### src/rtl/mesi_isc_flex_fifo.sv
// Show-ahead valid/ready FIFO of arbitrary depth with occupancy, almost-full and sync flush.
// Optional sticky debug error flags are built only when MESI_ISC_FIFO_DBG_EN is defined.
module mesi_isc_flex_fifo #(
  parameter int unsigned DATA_WIDTH = 32,
  parameter int unsigned DEPTH      = 4,
  parameter int unsigned AF_THRESH  = DEPTH - 1,
  parameter int unsigned CNT_W      = $clog2(DEPTH + 1)
) (
  input  logic                  clk,
  input  logic                  rst,
  input  logic                  flush_i,
  input  logic                  wr_valid_i,
  output logic                  wr_ready_o,
  input  logic [DATA_WIDTH-1:0] wr_data_i,
  output logic                  rd_valid_o,
  input  logic                  rd_ready_i,
  output logic [DATA_WIDTH-1:0] rd_data_o,
  output logic [CNT_W-1:0]      count_o,
  output logic                  almost_full_o,
  output logic [1:0]            dbg_err_o
);

  localparam int unsigned PTR_W = (DEPTH > 1) ? $clog2(DEPTH) : 1;

  typedef logic [PTR_W-1:0] ptr_t;
  typedef logic [CNT_W-1:0] cnt_t;

  localparam ptr_t PTR_LAST = ptr_t'(DEPTH - 1);
  localparam cnt_t CNT_FULL = cnt_t'(DEPTH);
  localparam cnt_t CNT_AF   = cnt_t'(AF_THRESH);

  logic [DATA_WIDTH-1:0] mem_q [DEPTH];

  ptr_t ptr_wr_q, ptr_wr_d;
  ptr_t ptr_rd_q, ptr_rd_d;
  cnt_t count_q,  count_d;
  logic wr_ready_q, wr_ready_d;
  logic rd_valid_q, rd_valid_d;
  logic af_q,       af_d;

  logic push;
  logic pop;
  logic mem_we;

  // Wrap by explicit compare so non power-of-2 depths never address a hole.
  function automatic ptr_t next_ptr(input ptr_t p);
    return (p == PTR_LAST) ? '0 : p + ptr_t'(1);
  endfunction

  // NOTE: every signal assigned in always_comb gets a default first so no latch is inferred.
  always_comb begin
    push       = wr_valid_i & wr_ready_q;
    pop        = rd_valid_q & rd_ready_i;
    mem_we     = push & ~flush_i;
    ptr_wr_d   = ptr_wr_q;
    ptr_rd_d   = ptr_rd_q;
    count_d    = count_q;

    if (flush_i) begin
      ptr_wr_d = '0;
      ptr_rd_d = '0;
      count_d  = '0;
    end else begin
      if (push) ptr_wr_d = next_ptr(ptr_wr_q);
      if (pop)  ptr_rd_d = next_ptr(ptr_rd_q);
      unique case ({push, pop})
        2'b10:   count_d = count_q + cnt_t'(1);
        2'b01:   count_d = count_q - cnt_t'(1);
        default: count_d = count_q;
      endcase
    end

    // Flags are derived from the next count so they move in step with count_o.
    wr_ready_d = (count_d != CNT_FULL);
    rd_valid_d = (count_d != '0);
    af_d       = (count_d >= CNT_AF);
  end

  // NOTE: sequential state uses non-blocking assignments so all flops sample the same pre-edge values.
  always_ff @(posedge clk or posedge rst) begin
    if (rst) begin
      ptr_wr_q   <= '0;
      ptr_rd_q   <= '0;
      count_q    <= '0;
      wr_ready_q <= 1'b1;
      rd_valid_q <= 1'b0;
      af_q       <= 1'b0;
    end else begin
      ptr_wr_q   <= ptr_wr_d;
      ptr_rd_q   <= ptr_rd_d;
      count_q    <= count_d;
      wr_ready_q <= wr_ready_d;
      rd_valid_q <= rd_valid_d;
      af_q       <= af_d;
    end
  end

  // NOTE: storage is reset here because the head word must read as zero out of reset;
  // a memory that may power up random would omit the reset and map onto RAM.
  always_ff @(posedge clk or posedge rst) begin
    if (rst) begin
      for (int i = 0; i < int'(DEPTH); i++) mem_q[i] <= '0;
    end else if (mem_we) begin
      mem_q[ptr_wr_q] <= wr_data_i;
    end
  end

`ifdef MESI_ISC_FIFO_DBG_EN
  logic [1:0] dbg_err_q, dbg_err_d;

  always_comb begin
    dbg_err_d    = dbg_err_q;
    dbg_err_d[0] = dbg_err_q[0] | (wr_valid_i & ~wr_ready_q & ~rd_ready_i);
    dbg_err_d[1] = dbg_err_q[1] | (rd_ready_i & ~rd_valid_q);
  end

  always_ff @(posedge clk or posedge rst) begin
    if (rst) dbg_err_q <= '0;
    else     dbg_err_q <= dbg_err_d;
  end

  assign dbg_err_o = dbg_err_q;
`else
  assign dbg_err_o = 2'b00;
`endif

  assign wr_ready_o    = wr_ready_q;
  assign rd_valid_o    = rd_valid_q;
  assign almost_full_o = af_q;
  assign count_o       = count_q;
  assign rd_data_o     = mem_q[ptr_rd_q];

endmodule
### config.mk
export PLATFORM = sky130hd
export DESIGN_NAME = mesi_isc_flex_fifo
export DESIGN_NICKNAME = d
export VERILOG_FILES = /design/src/rtl/mesi_isc_flex_fifo.sv
export SDC_FILE = /design/constraint.sdc
export NUM_CORES = 1
export LEC_CHECK = 0
export ABC_AREA = 1
export CORE_UTILIZATION = 40
export DETAILED_ROUTE_END_ITERATION = 16
export GPL_TIMING_DRIVEN = 0
export PLACE_DENSITY_LB_ADDON = 0.08
export SETUP_SLACK_MARGIN = 0.15
export SLEW_MARGIN = 20
export SYNTH_ARGS = -nofsm -noshare
export SYNTH_HDL_FRONTEND = slang
export SYNTH_SLANG_ARGS = --single-unit
### constraint.sdc
create_clock -name clk -period 11 [get_ports clk]
set_clock_uncertainty 0.2 [all_clocks]
set_input_delay 2.2 -clock clk [delete_from_list [all_inputs] [get_ports clk]]
set_output_delay 2.2 -clock clk [all_outputs]
set_load 0.02 [all_outputs]
==> metrics.cfg <==
[timing]
fmax_mhz = 197.9
report.final.slew_viol_count = 0
finalSetupViolations = 0
tightestPinTransition_ns = 0.7336
final_hold_viol_count = 0
setup_slack_ns = 5.947
rsz0062_at_grt = false
slew_headroom_pct = 51.09
fin_crit_ns = 5.053
setup_tns_ns = 0
period_share_pct = 45.93

[critical_path]
start_kind = flop
worstPathCellList = buf_2 > clkbuf_1 > o21ai_0 > o22ai_1 > clkdlybuf4s50_1
critPathTopFamily = buffers and inverters
rrSetupSlack_ns = 8.90
slowest_delay_ns = 0.65
critPathBufInv = 3
required_ns = 8.60
arrival_ns = 2.65
crit_type = flop to primary output
cp_max_fo = 10
slowest_stage = clkdlybuf4s50_1
crit_path_end_kind = primary output

[grt]
antenna_found_initial = 0
grt_pass1_wl_microns = 28730
grt_pass1_vias = 5164
overflow = 0
grt_max_degree = 103
grt_usage_pct = 23.49

[detailed_routing]
wl_microns = 17920
drc = 0
drt-pass1-iter-count = 5
vias = 5153
wl_per_cell_microns = 17.73
drtAntennaViolNets = 0
via_per_inst = 5.097
dr.first_iter.drc_count = 386

[clock_network]
insertion_delay_ns = 0.42
clockRootBuffer = clkbuf_16
cts_sinks = 138
h-tree-depth = 4
cts_resized = 0
cts_tree = yes
clk_pin_slew_ns = 0.05
cts_buffer_depth = 2
hold_buffers = 0
post_cts_buffers = 0
cts_buffers = 17

[floorplanning]
io_pins = 77
die_w_microns = 128.3
die_area_sq_mm = 0.01646
fp-row-count = 45
die_y_microns = 128.3
start_util_pct = 41.52
core_area_sq_mm = 0.01537

[synthesis]
ys_seq_area_share_pct = 54.13
netlist.area_leader.share_pct = 53.71
ys_async_sr_fraction_pct = 100.0
synth_cell_types = 24
ys_ff_latch = 138
netlist_top_cells_count = 142 x nand2_1, 137 x dfrtp_1, 75 x nor2_1
synth_warnings = 0
synthCells = 693
synth_top_area_cell = dfrtp_1
ys.flop_type = dfrtp_1
yosysMostFrequentCell = nand2_1
synthTopCellsByArea = dfrtp_1 54%, nand2_1 8.4%, o21ai_2 7.7%
syn_avg_cell_area_sq_um = 9.210
synth_edf_count = 0
syn-cell-area_sq_mm = 0.006382

[outcome]
status = finished clean

[worst_hold_path]
hold_class = flop to flop

[power_and_ir_drop]
intPower_w = 0.001439
vdd.ir_drop.worst_mv = 0.1394
swShare_pct = 34.84
sequentialPowerShare_pct = 37.0
power.switching_w = 0.0007696
p_per_area_mw_per_mm2 = 274.8
power_frac_comb_pct = 36.2
leakage_nw = 3.794
clock_power_share_pct = 26.8

[layout]
final_util_pct = 52.31
area_growth_pct = 25.98
nNetsFinal = 832
drive_above_1_share_pct = 15.50
antenna_cells = 0

[placed_design]
post-place-ws_ns = 6.385
gp_congestion = 0.7812
io_buffer_count = 74
place_hpwl_microns = 11450

[job]
max-cap-violations = 0

[power groups by stage]
stage / logic, W / registers, W / clock network [W]
after floorplan: 0.000503 / 0.000803 / 0
after global placement: 0.000787 / 0.000812 / 0
after detailed placement: 0.000803 / 0.000820 / 0
after CTS: 0.000806 / 0.000813 / 0.000603
after global routing: 0.000880 / 0.000839 / 0.000625
final: 0.000800 / 0.000816 / 0.000593
[stage by stage]
step	power, W	hold WS, ns	cells	area, sq um
final	0.002209	0.2738	1011	8040
after global routing	0.002344	0.2870	1011	8040
after floorplan	0.001306	0.2496	694	6386
after detailed placement	0.001622	0.2621	980	7426
after global placement	0.001598	0.2582	979	7391
after CTS	0.002222	0.2768	1011	8040
[tightest hold or removal path: stages (launching register included)]
cell and delay [ns]:
dfrtp_1 0.33, nand2_1 0.06, o21ai_2 0.05
[sequential cells by signal, summed over array words and instances (netlist names)]
name / cells
mem_q: 128
count_o: 3
ptr_rd_q: 2
ptr_wr_q: 2
almost_full_o: 1
rd_valid_o: 1
wr_ready_o: 1
[routing by layer]
layer | GRT usage [%] | wire length, microns | part of all wire [%] | vias to the layer above
met1 | 31.99 | 8179 | 46 | 2493
met2 | 38.09 | 8605 | 48 | 149
li1 | - | - | - | 2492
met4 | 7.820 | 222 | 1.2 | 0
met5 | 0 | 0 | 0 | -
met3 | 4.048 | 917 | 5.1 | 19
[kinds of logic (layout without fill, tap and decap cells)]
group / count (synthesis) / in the layout / share of synthesized area [%]
AOI/OAI and AO/OA: 231 / 231 / 22.15
DFF: 138 / 138 / 54.13
and+or+nand+nor: 225 / 225 / 13.92
other: 1 / 2 / 0.05876
buffers and inverters: 91 / 197 / 8.253
adders and majority gates: 7 / 7 / 1.490
[cells in the final DEF (no fill, tap or decap)]
| cell | count |
|---|---|
| buf_2 | 4 |
| o21bai_1 | 1 |
| dfrtp_1 | 137 |
| clkinv_2 | 3 |
| o21ai_2 | 56 |
| bufinv_16 | 3 |
| nand3_1 | 1 |
| nor2_4 | 1 |
| o21ai_0 | 67 |
| clkdlybuf4s50_1 | 74 |
| ha_1 | 6 |
| buf_6 | 22 |
| fa_1 | 1 |
| o22ai_1 | 32 |
| inv_8 | 1 |
| clkbuf_16 | 17 |
| conb_1 | 2 |
| nand4_1 | 1 |
| clkbuf_8 | 5 |
| buf_4 | 4 |
| o21ai_1 | 72 |
| a21oi_1 | 1 |
| dfstp_2 | 1 |
| nand2_4 | 4 |
| nand2_2 | 1 |
| clkinvlp_4 | 1 |
| buf_16 | 1 |
| inv_1 | 44 |
| a211oi_1 | 2 |
| clkbuf_1 | 18 |
| nand2_1 | 142 |
| nor2_1 | 75 |
[area by class of cell]
class	instances	area [sq um]
well taps	211	264.0
plain buffers	46	357.8
multi-input cells	465	2405
inverters	45	176.4
clock inverters	7	112.6
flip-flops and latches	138	3455
repair buffers	75	768.2
fillers	1434	7331
clock buffers	24	501.7
[worst paths after layout]
| path | cells past startpoint | to | from |
|---|---|---|---|
| max | 5 | rd_data_o[30] | ptr_rd_q[0] |
| min | 2 | mem_q[90] | mem_q[90] |
| max reg2reg | 10 | wr_ready_o | rd_valid_o |
| min reg2reg | 2 | mem_q[90] | mem_q[90] |
| max in group asynchronous | 3 | wr_ready_o | rst |
| min in group asynchronous | 2 | mem_q[15] | rst |
No activity file was read; power rests on OpenSTA's default activity.
